**src/rtl/cpu_run_ctrl.sv**
```systemverilog
// cpu_run_ctrl: debug run controller sitting between the PDU control bus and
// the pipelined CPU. Sequences CPU reset, halt, free run and single step, and
// gates the CPU clock enable from commands, a PC breakpoint and cpu_stop.
// Build option: define RUN_WATCHDOG_EN to add a run-length watchdog that halts
// a free run after WDOG_CYCLES enabled cycles (halt_cause = 3).
//
// state  | meaning
// S_RST  | CPU held in reset for RST_CYCLES cycles
// S_HALT | CPU stopped, waiting for a step/run command
// S_RUN  | free run, gated by breakpoint / cpu_stop / halt
// S_STEP | exactly one enabled CPU cycle, then back to halt
module cpu_run_ctrl #(
  parameter int unsigned RST_CYCLES  = 4,
  parameter int unsigned PC_W        = 32,
  parameter int unsigned WDOG_CYCLES = 1000000
) (
  input  logic            clk,
  input  logic            rstn,
  input  logic            cmd_run,
  input  logic            cmd_step,
  input  logic            cmd_halt,
  input  logic            cmd_rst,
  input  logic            bp_en,
  input  logic [PC_W-1:0] bp_addr,
  input  logic [PC_W-1:0] if_pc,
  input  logic            cpu_stop,
  output logic            cpu_run,
  output logic            cpu_rstn,
  output logic            halted,
  output logic [1:0]      halt_cause,
  output logic [31:0]     cycle_cnt
);

  typedef enum logic [1:0] {S_RST, S_HALT, S_RUN, S_STEP} state_t;

  localparam logic [7:0] RST_LAST = 8'(RST_CYCLES - 1);

  // Elaboration-time sanity check on the parameter ranges.
  if (RST_CYCLES < 1 || RST_CYCLES > 255 || WDOG_CYCLES == 0) begin : g_bad_param
    $error("cpu_run_ctrl: RST_CYCLES must be 1..255 and WDOG_CYCLES nonzero");
  end

  state_t      state, state_nxt;
  logic [7:0]  rst_cnt, rst_cnt_nxt;
  logic        bp_skip, bp_skip_nxt;
  logic [1:0]  halt_cause_nxt;
  logic        bp_hit;
  logic        wdog_hit;
  logic        rst_req;

  // A reset command only matters once the CPU is out of reset.
  assign rst_req = cmd_rst && (state != S_RST);

`ifdef RUN_WATCHDOG_EN
  localparam logic [31:0] WDOG_LIMIT = 32'(WDOG_CYCLES);
  logic [31:0] wdog_cnt;

  // Watchdog counts enabled run cycles; held at zero outside S_RUN so it
  // starts fresh on every entry into a free run.
  always_ff @(posedge clk or negedge rstn) begin
    if (!rstn)                 wdog_cnt <= '0;
    else if (state != S_RUN)   wdog_cnt <= '0;
    else if (cpu_run)          wdog_cnt <= wdog_cnt + 32'd1;
  end

  assign wdog_hit = (state == S_RUN) && (wdog_cnt >= WDOG_LIMIT);
`else
  assign wdog_hit = 1'b0;
`endif

  // State and bookkeeping registers.
  always_ff @(posedge clk or negedge rstn) begin
    if (!rstn) begin
      state      <= S_RST;
      rst_cnt    <= '0;
      bp_skip    <= 1'b0;
      halt_cause <= 2'd0;
    end else begin
      state      <= state_nxt;
      rst_cnt    <= rst_cnt_nxt;
      bp_skip    <= bp_skip_nxt;
      halt_cause <= halt_cause_nxt;
    end
  end

  // Executed-cycle counter: saturating, cleared only by a reset.
  always_ff @(posedge clk or negedge rstn) begin
    if (!rstn)                              cycle_cnt <= '0;
    else if (rst_req)                       cycle_cnt <= '0;
    else if (cpu_run && (cycle_cnt != '1))  cycle_cnt <= cycle_cnt + 32'd1;
  end

  // Next-state, clock-enable gating and halt-cause selection.
  always_comb begin
    state_nxt      = state;
    rst_cnt_nxt    = rst_cnt;
    bp_skip_nxt    = bp_skip;
    halt_cause_nxt = halt_cause;
    cpu_run        = 1'b0;
    bp_hit         = bp_en && !bp_skip && (if_pc == bp_addr);

    case (state)
      S_RST: begin
        rst_cnt_nxt = rst_cnt + 8'd1;
        if (rst_cnt == RST_LAST) begin
          state_nxt      = S_HALT;
          rst_cnt_nxt    = '0;
          halt_cause_nxt = 2'd0;
        end
      end
      S_HALT: begin
        // cmd_halt outranks step/run, and is itself a no-op here.
        if (!cmd_halt) begin
          if (cmd_step) begin
            state_nxt      = S_STEP;
            bp_skip_nxt    = 1'b1;
            halt_cause_nxt = 2'd0;
          end else if (cmd_run) begin
            state_nxt      = S_RUN;
            bp_skip_nxt    = 1'b1;
            halt_cause_nxt = 2'd0;
          end
        end
      end
      S_STEP: begin
        cpu_run        = 1'b1;
        state_nxt      = S_HALT;
        halt_cause_nxt = 2'd0;
      end
      S_RUN: begin
        cpu_run = !bp_hit && !cpu_stop && !cmd_halt && !cmd_rst && !wdog_hit;
        if (cpu_run) bp_skip_nxt = 1'b0;
        if (cmd_halt) begin
          state_nxt      = S_HALT;
          halt_cause_nxt = 2'd0;
        end else if (cpu_stop) begin
          state_nxt      = S_HALT;
          halt_cause_nxt = 2'd2;
        end else if (bp_hit) begin
          state_nxt      = S_HALT;
          halt_cause_nxt = 2'd1;
        end else if (wdog_hit) begin
          state_nxt      = S_HALT;
          halt_cause_nxt = 2'd3;
        end
      end
      default: state_nxt = S_RST;
    endcase

    if (rst_req) begin
      state_nxt      = S_RST;
      rst_cnt_nxt    = '0;
      halt_cause_nxt = 2'd0;
    end
  end

  assign cpu_rstn = (state != S_RST);
  assign halted   = (state == S_HALT);

endmodule

```
**config.mk**
```make
export PLATFORM = sky130hd
export DESIGN_NAME = cpu_run_ctrl
export DESIGN_NICKNAME = d
export VERILOG_FILES = /design/src/rtl/cpu_run_ctrl.sv
export SDC_FILE = /design/constraint.sdc
export NUM_CORES = 1
export LEC_CHECK = 0
export ABC_AREA = 1
export CORE_MARGIN = 3
export CORE_UTILIZATION = 28
export DETAILED_ROUTE_END_ITERATION = 6
export PLACE_DENSITY = 0.6
export SYNTH_ARGS = -nofsm -noshare
export SYNTH_HDL_FRONTEND = slang
export SYNTH_SLANG_ARGS = --single-unit
```
**constraint.sdc**
```tcl
create_clock -name clk -period 1.6 [get_ports clk]
set_input_delay 0.4 -clock clk [delete_from_list [all_inputs] [get_ports clk]]
set_output_delay 0.4 -clock clk [all_outputs]
set_load 0.03 [all_outputs]
```
== After elaboration in Yosys (flattened, before gate mapping) ==
Cells that the tools add are included.

* Bits in registers: 45
* Input port bits: 72
* Output and inout bits: 37
* Logic and storage cells: 67

* Add/subtract/negate cells: 2
* Equal/unequal tests: 13
* Multiplexer cells: 28
* Reduce and logical (&&, ||, !) cells: 19

{| class="wikitable"
|+ Operators with widths
! kind !! count
|-
| $mux 32 || 2
|-
| $add 32x1->32 const B || 1
|-
| $eq 32x32->1 || 1
|-
| $ne 32x32->1 const B || 1
|-
| $mux 2 || 15
|-
| $mux 8 || 3
|-
| $pmux 2 s4 || 2
|-
| $add 8x1->8 const B || 1
|-
| $eq 8x2->1 const B || 1
|-
| $reduce_and 4->1 || 2
|-
| $reduce_bool 2->1 || 4
|-
| $logic_and 1x1->1 || 7
|-
| $ne 3x3->1 const B || 2
|-
| $logic_not 1->1 || 5
|-
| $ne 5x5->1 const B || 1
|-
| $eq 2x2->1 const B || 2
|-
| $mux 1 || 4
|-
| $ne 2x2->1 const B || 2
|-
| $ne 4x3->1 const B || 1
|-
| $pmux 1 s2 || 2
|-
| $ne 3x2->1 const B || 1
|-
| $eq 2x1->1 const B || 1
|-
| $logic_not 2->1 || 1
|}

== Depth between registers and ports, before layout ==
* Depth after elaboration: 11
* Depth in mapped cells: 15
* Gate-level depth less buffers: 14

== Worst setup path before layout ==
No wires, ideal clock.

* Path kind: register -> register
* From: reg cycle_cnt[0]
* To: reg cycle_cnt[2]
* Setup time: 120 ps
* Data arrival time: 1779 ps
* Data required time: 1480 ps
* Slack: -299 ps
* Cell stages (with the launch flop): 10
* Path buffers: 1
* Clock period less this slack: 1899 ps
* Cells stage by stage: dfrtp_1 ha_1 nand3_2 inv_2 nand2_2 nor2_4 nand4_4 buf_2 nand4_1 nand2_1

* Longest elaborated chain between the ends: 3
* Elaborated cells on any way between the ends: 6

{| class="wikitable"
|+ RTL lines
! element !! line !! text
|-
| start, declared || 31 || <nowiki>output logic [31:0] cycle_cnt</nowiki>
|-
| start signal, assigned || 90 || <nowiki>else if (cpu_run && (cycle_cnt != '1)) cycle_cnt <= cycle_cnt + 32'd1;</nowiki>
|-
| $add 32x1->32 or $ne 32x32->1 (tied branches) || 90 ||
|-
| $mux 32 or $logic_and 1x1->1 (tied branches) || 90 ||
|-
| $mux 32 or $reduce_bool 2->1 (tied branches) || - ||
|}

Several ways; a longest one is shown, not always the timed one. The select of a mux whose other input is x is not followed.
A chain may end at the register's enable or synchronous reset.

== Worst setup path after layout ==
* From: reg state[1]
* To: out cpu_run

* Longest elaborated chain between the ends: 2
* Elaborated cells on any way between the ends: 3

{| class="wikitable"
|+ RTL lines
! element !! line !! text
|-
| start, declared || 43 || <nowiki>state_t state, state_nxt;</nowiki>
|-
| start signal, assigned || 79 || <nowiki>state <= state_nxt;</nowiki>
|-
| $eq 2x2->1 || 102 || <nowiki>case (state)</nowiki>
|-
| $pmux 1 s2 * || 102 ||
|-
| end, declared || 27 || <nowiki>output logic cpu_run,</nowiki>
|}

Mark *: on every way between the ends. The rest lies on a longest branch, timed or not.

==> summary.md <==
| Metric | Value |
|---|---|
| Status | `finished, violations left` |
| Failing checks | `setup timing` |
| Proportion of layout cells with a drive suffix above 1 | `0.3277` |
| Antenna-violating nets left | `0` |
| Worst setup endpoint | `cpu_run` |
| Clk buf depth | `2` |
| Register area share after synthesis | `0.3108` |
| Data required, critical path | `1200 ps` |
| # IOs | `109` |
| Most frequent cells after synthesis | `nand2_1, inv_1, nor2_1` |
| Num rows | `40` |
| Area contributors post-synth | `dfrtp_1, nand2_1, inv_1` |
| Arrival @ worst endpoint | `1480 ps` |
| Achievable Freq | `532.8 MHz` |
| Nets | `836` |
| CP startpoint | `state[1]$_DFFE_PN0P_` |
| Die area | `14,340 sq um` |
| Critical Path Max Stage Delay | `360 ps` |
| Total power | `4.841 mW` |
| Share of the synthesized area in the top cell type | `0.3108` |
| Layout Skew | `2.978 ps` |
| Syn_nets | `638` |
| Routed len/inst | `13.73 microns` |
| Worst-Margin Slew | `461.5 ps` |
| Max IR drop VDD | `0.0006299 V` |
| Core area | `12,310 sq um` |
| Critical Path End Type | `output port` |
| Residual DRC count | `0` |
| Gr usage total | `0.1781` |
| Initial core utilization | `0.2943` |
| PortBufs | `108` |
| Worst R2R Start | `bp_skip$_DFFE_PN0P_` |
| Post-synth top flop | `dfrtp_1` |
| Slew margin rel. | `0.6923` |
| MaxCap Viol Count | `0` |
| R2r worst-path depth | `11` |
| Post-synth EDFFs | `0` |
| Top cell by count, worst path | `nand2_4` |
| Vias | `4,286` |
| Cell taking the most area after synthesis | `dfrtp_1` |
| # setup viols final | `36` |
| TritonCTS Buffers | `5` |
| Slowest CP cell | `dfrtp_1` |
| Static Leak | `3.203 nW` |
| Crit Path Max Fanout | `2` |
| CP Class | `reg -> out` |
| Hold Slack | `50.96 ps` |
| Clk slew on worst S/H paths | `60 ps` |
| Worst-skew pair later-pin latency | `290 ps` |
| CTS H-Tree Depth | `2` |
| Die Y | `119.8 microns` |
| Routed vias/inst | `4.604` |
| Cell count along the critical path | `8` |
| First-pass GRT wire length | `20.82 mm` |
| YS warnings | `0` |
| Final Worst Setup Slack | `-277.0 ps` |
| Clock root cell | `clkbuf_16` |
| Top cell family by delay on the critical path | `simple AND/OR/NAND/NOR gates` |
| DP Area | `5575 sq um` |
| Area growth syn-to-layout | `64.99%` |
| Largest net degree at the start of global routing | `35` |
| Detailed Route WL | `12.79 mm` |
| Startpoint Class | `flop` |
| Final Hold Viols | `0` |
| CP Buf/Inv Count | `4` |
| Post-synthesis average cell area | `6.425 sq um` |
| Min Tclk post-route | `1877 ps` |
| Mapped Cells | `564` |
| Reg-to-reg slack, setup | `-110 ps` |
| Post-route clock period utilization | `1.173` |
| # clock sinks | `45` |
| HPWL Detailed | `9.615 mm` |
| Vias in the first global route | `4,338` |
| GRT Residual Overflow | `0` |
| Async set-or-reset flop fraction in the synthesized netlist | `1.000` |
| DR iter-0 viols | `209` |
| Fin util | `0.4856` |
| CTS tree | `done` |
| Distinct cell type count after synthesis | `31` |
| Crit-path cells | `inv_1 > nor2_2 > inv_2 > nor4_4 > buf_4 > nand2_4 > nand2_4 > buf_6` |
| First-pass DRT Iterations | `4` |
| #FFs+latches synth | `45` |
| Dominant cell by count in the synthesized netlist | `nand2_1` |
| Final Cell Area | `5978 sq um` |
| Crit Reg-Reg Endpoint | `cycle_cnt[28]$_DFFE_PN0P_` |
| Hold Path Class | `in -> async` |
| Placer Congestion | `0.9120` |
| Final max-slew violation count | `0` |
| # diodes | `0` |
| RSZ-0062 raised after global routing | `yes` |
| Initial antenna violation count | `0` |
| Hold buffer count at cts | `0` |
| Syn Std Cell Area | `3623 sq um` |
| Die span in x | `119.8 microns` |
| PwrDens | `809.7 nW/um^2` |
==> stage by stage <==
stage               setup slack (ps)  TNS (ps)  std cells
finish                        -277.0     -3252        931
CTS                           -388.2     -8216        931
global placement              -670.3    -24380        907
global route                  -388.6     -7815        931
detailed placement            -681.3    -25300        907
floorplan                     -50.50     -1498        564
==> report_power, final <==
group	switching, mW	internal (mW)
Combinational	1.32	1.16
Sequential	0.0847	1.25
Clock	0.447	0.582
==> cells in the final DEF, fill, tap and decap left out, types with 21 or more instances in the layout <==
master and count:
nand2_1 155, inv_1 90, buf_4 84, nor2_1 47
nand4_1 36, xor2_1 31, buf_2 31, dlygate4sd2_1 29
nand3_1 28, dfrtp_1 24, clkdlybuf4s15_1 22, dfrtp_2 21
==> flip-flops by register name, indices dropped and copies added, names as in the netlist <==
| register | flops |
|---|---|
| cycle_cnt | 32 |
| rst_cnt | 8 |
| halt_cause | 2 |
| state | 2 |
| bp_skip | 1 |
==> layer usage <==
layer  vias up  share of wire  global-route usage
li1       2166              -                   -
met1      2014           0.42              0.2194
met2        92           0.53              0.3245
met3        14          0.034             0.02639
met4         0          0.016             0.04510
met5         -              0                   0
==> what timing repair did <==
action	4_1_cts	5_1_grt
endpoints found under the setup margin	69	51
resized for setup	253	61
gates cloned	5	0
setup buffers	12	4
pin swaps	62	48
hold endpoints to repair	0	0
==> area by class of cell <==
type,instances,area (sq um)
Tap cell,168,210.2
Fill cell,1242,6334
Timing Repair Buffer,208,1808
Inverter,105,396.6
Sequential cell,45,1152
Multi-Input combinational cell,397,2275
Clock buffer,8,136.4
==> cell families after synthesis <==
logic type / after synthesis / synth area share
xor gates and xnor gates: 40 / 0.09669
adders and majority gates: 2 / 0.006905
and+or+nand+nor: 331 / 0.4144
buffers and inverters: 122 / 0.1350
AOI/OAI and AO/OA: 24 / 0.03626
DFF: 45 / 0.3108
==> how the worst min path moves through the flow <==
| stage | startpoint | cells after the start | slack [ps] | to |
|---|---|---|---|---|
| after floorplan | rstn | 0 | 100 | bp_skip$_DFFE_PN0P_ |
| after global placement | rstn | 1 | 370 | cycle_cnt[14]$_DFFE_PN0P_ |
| after detailed placement | rstn | 1 | 370 | cycle_cnt[14]$_DFFE_PN0P_ |
| after CTS | rstn | 1 | 60 | cycle_cnt[14]$_DFFE_PN0P_ |
| after global routing | rstn | 1 | 80 | cycle_cnt[14]$_DFFE_PN0P_ |
| final | rstn | 1 | 50 | cycle_cnt[14]$_DFFE_PN0P_ |
(Power assumes the default switching activity.)
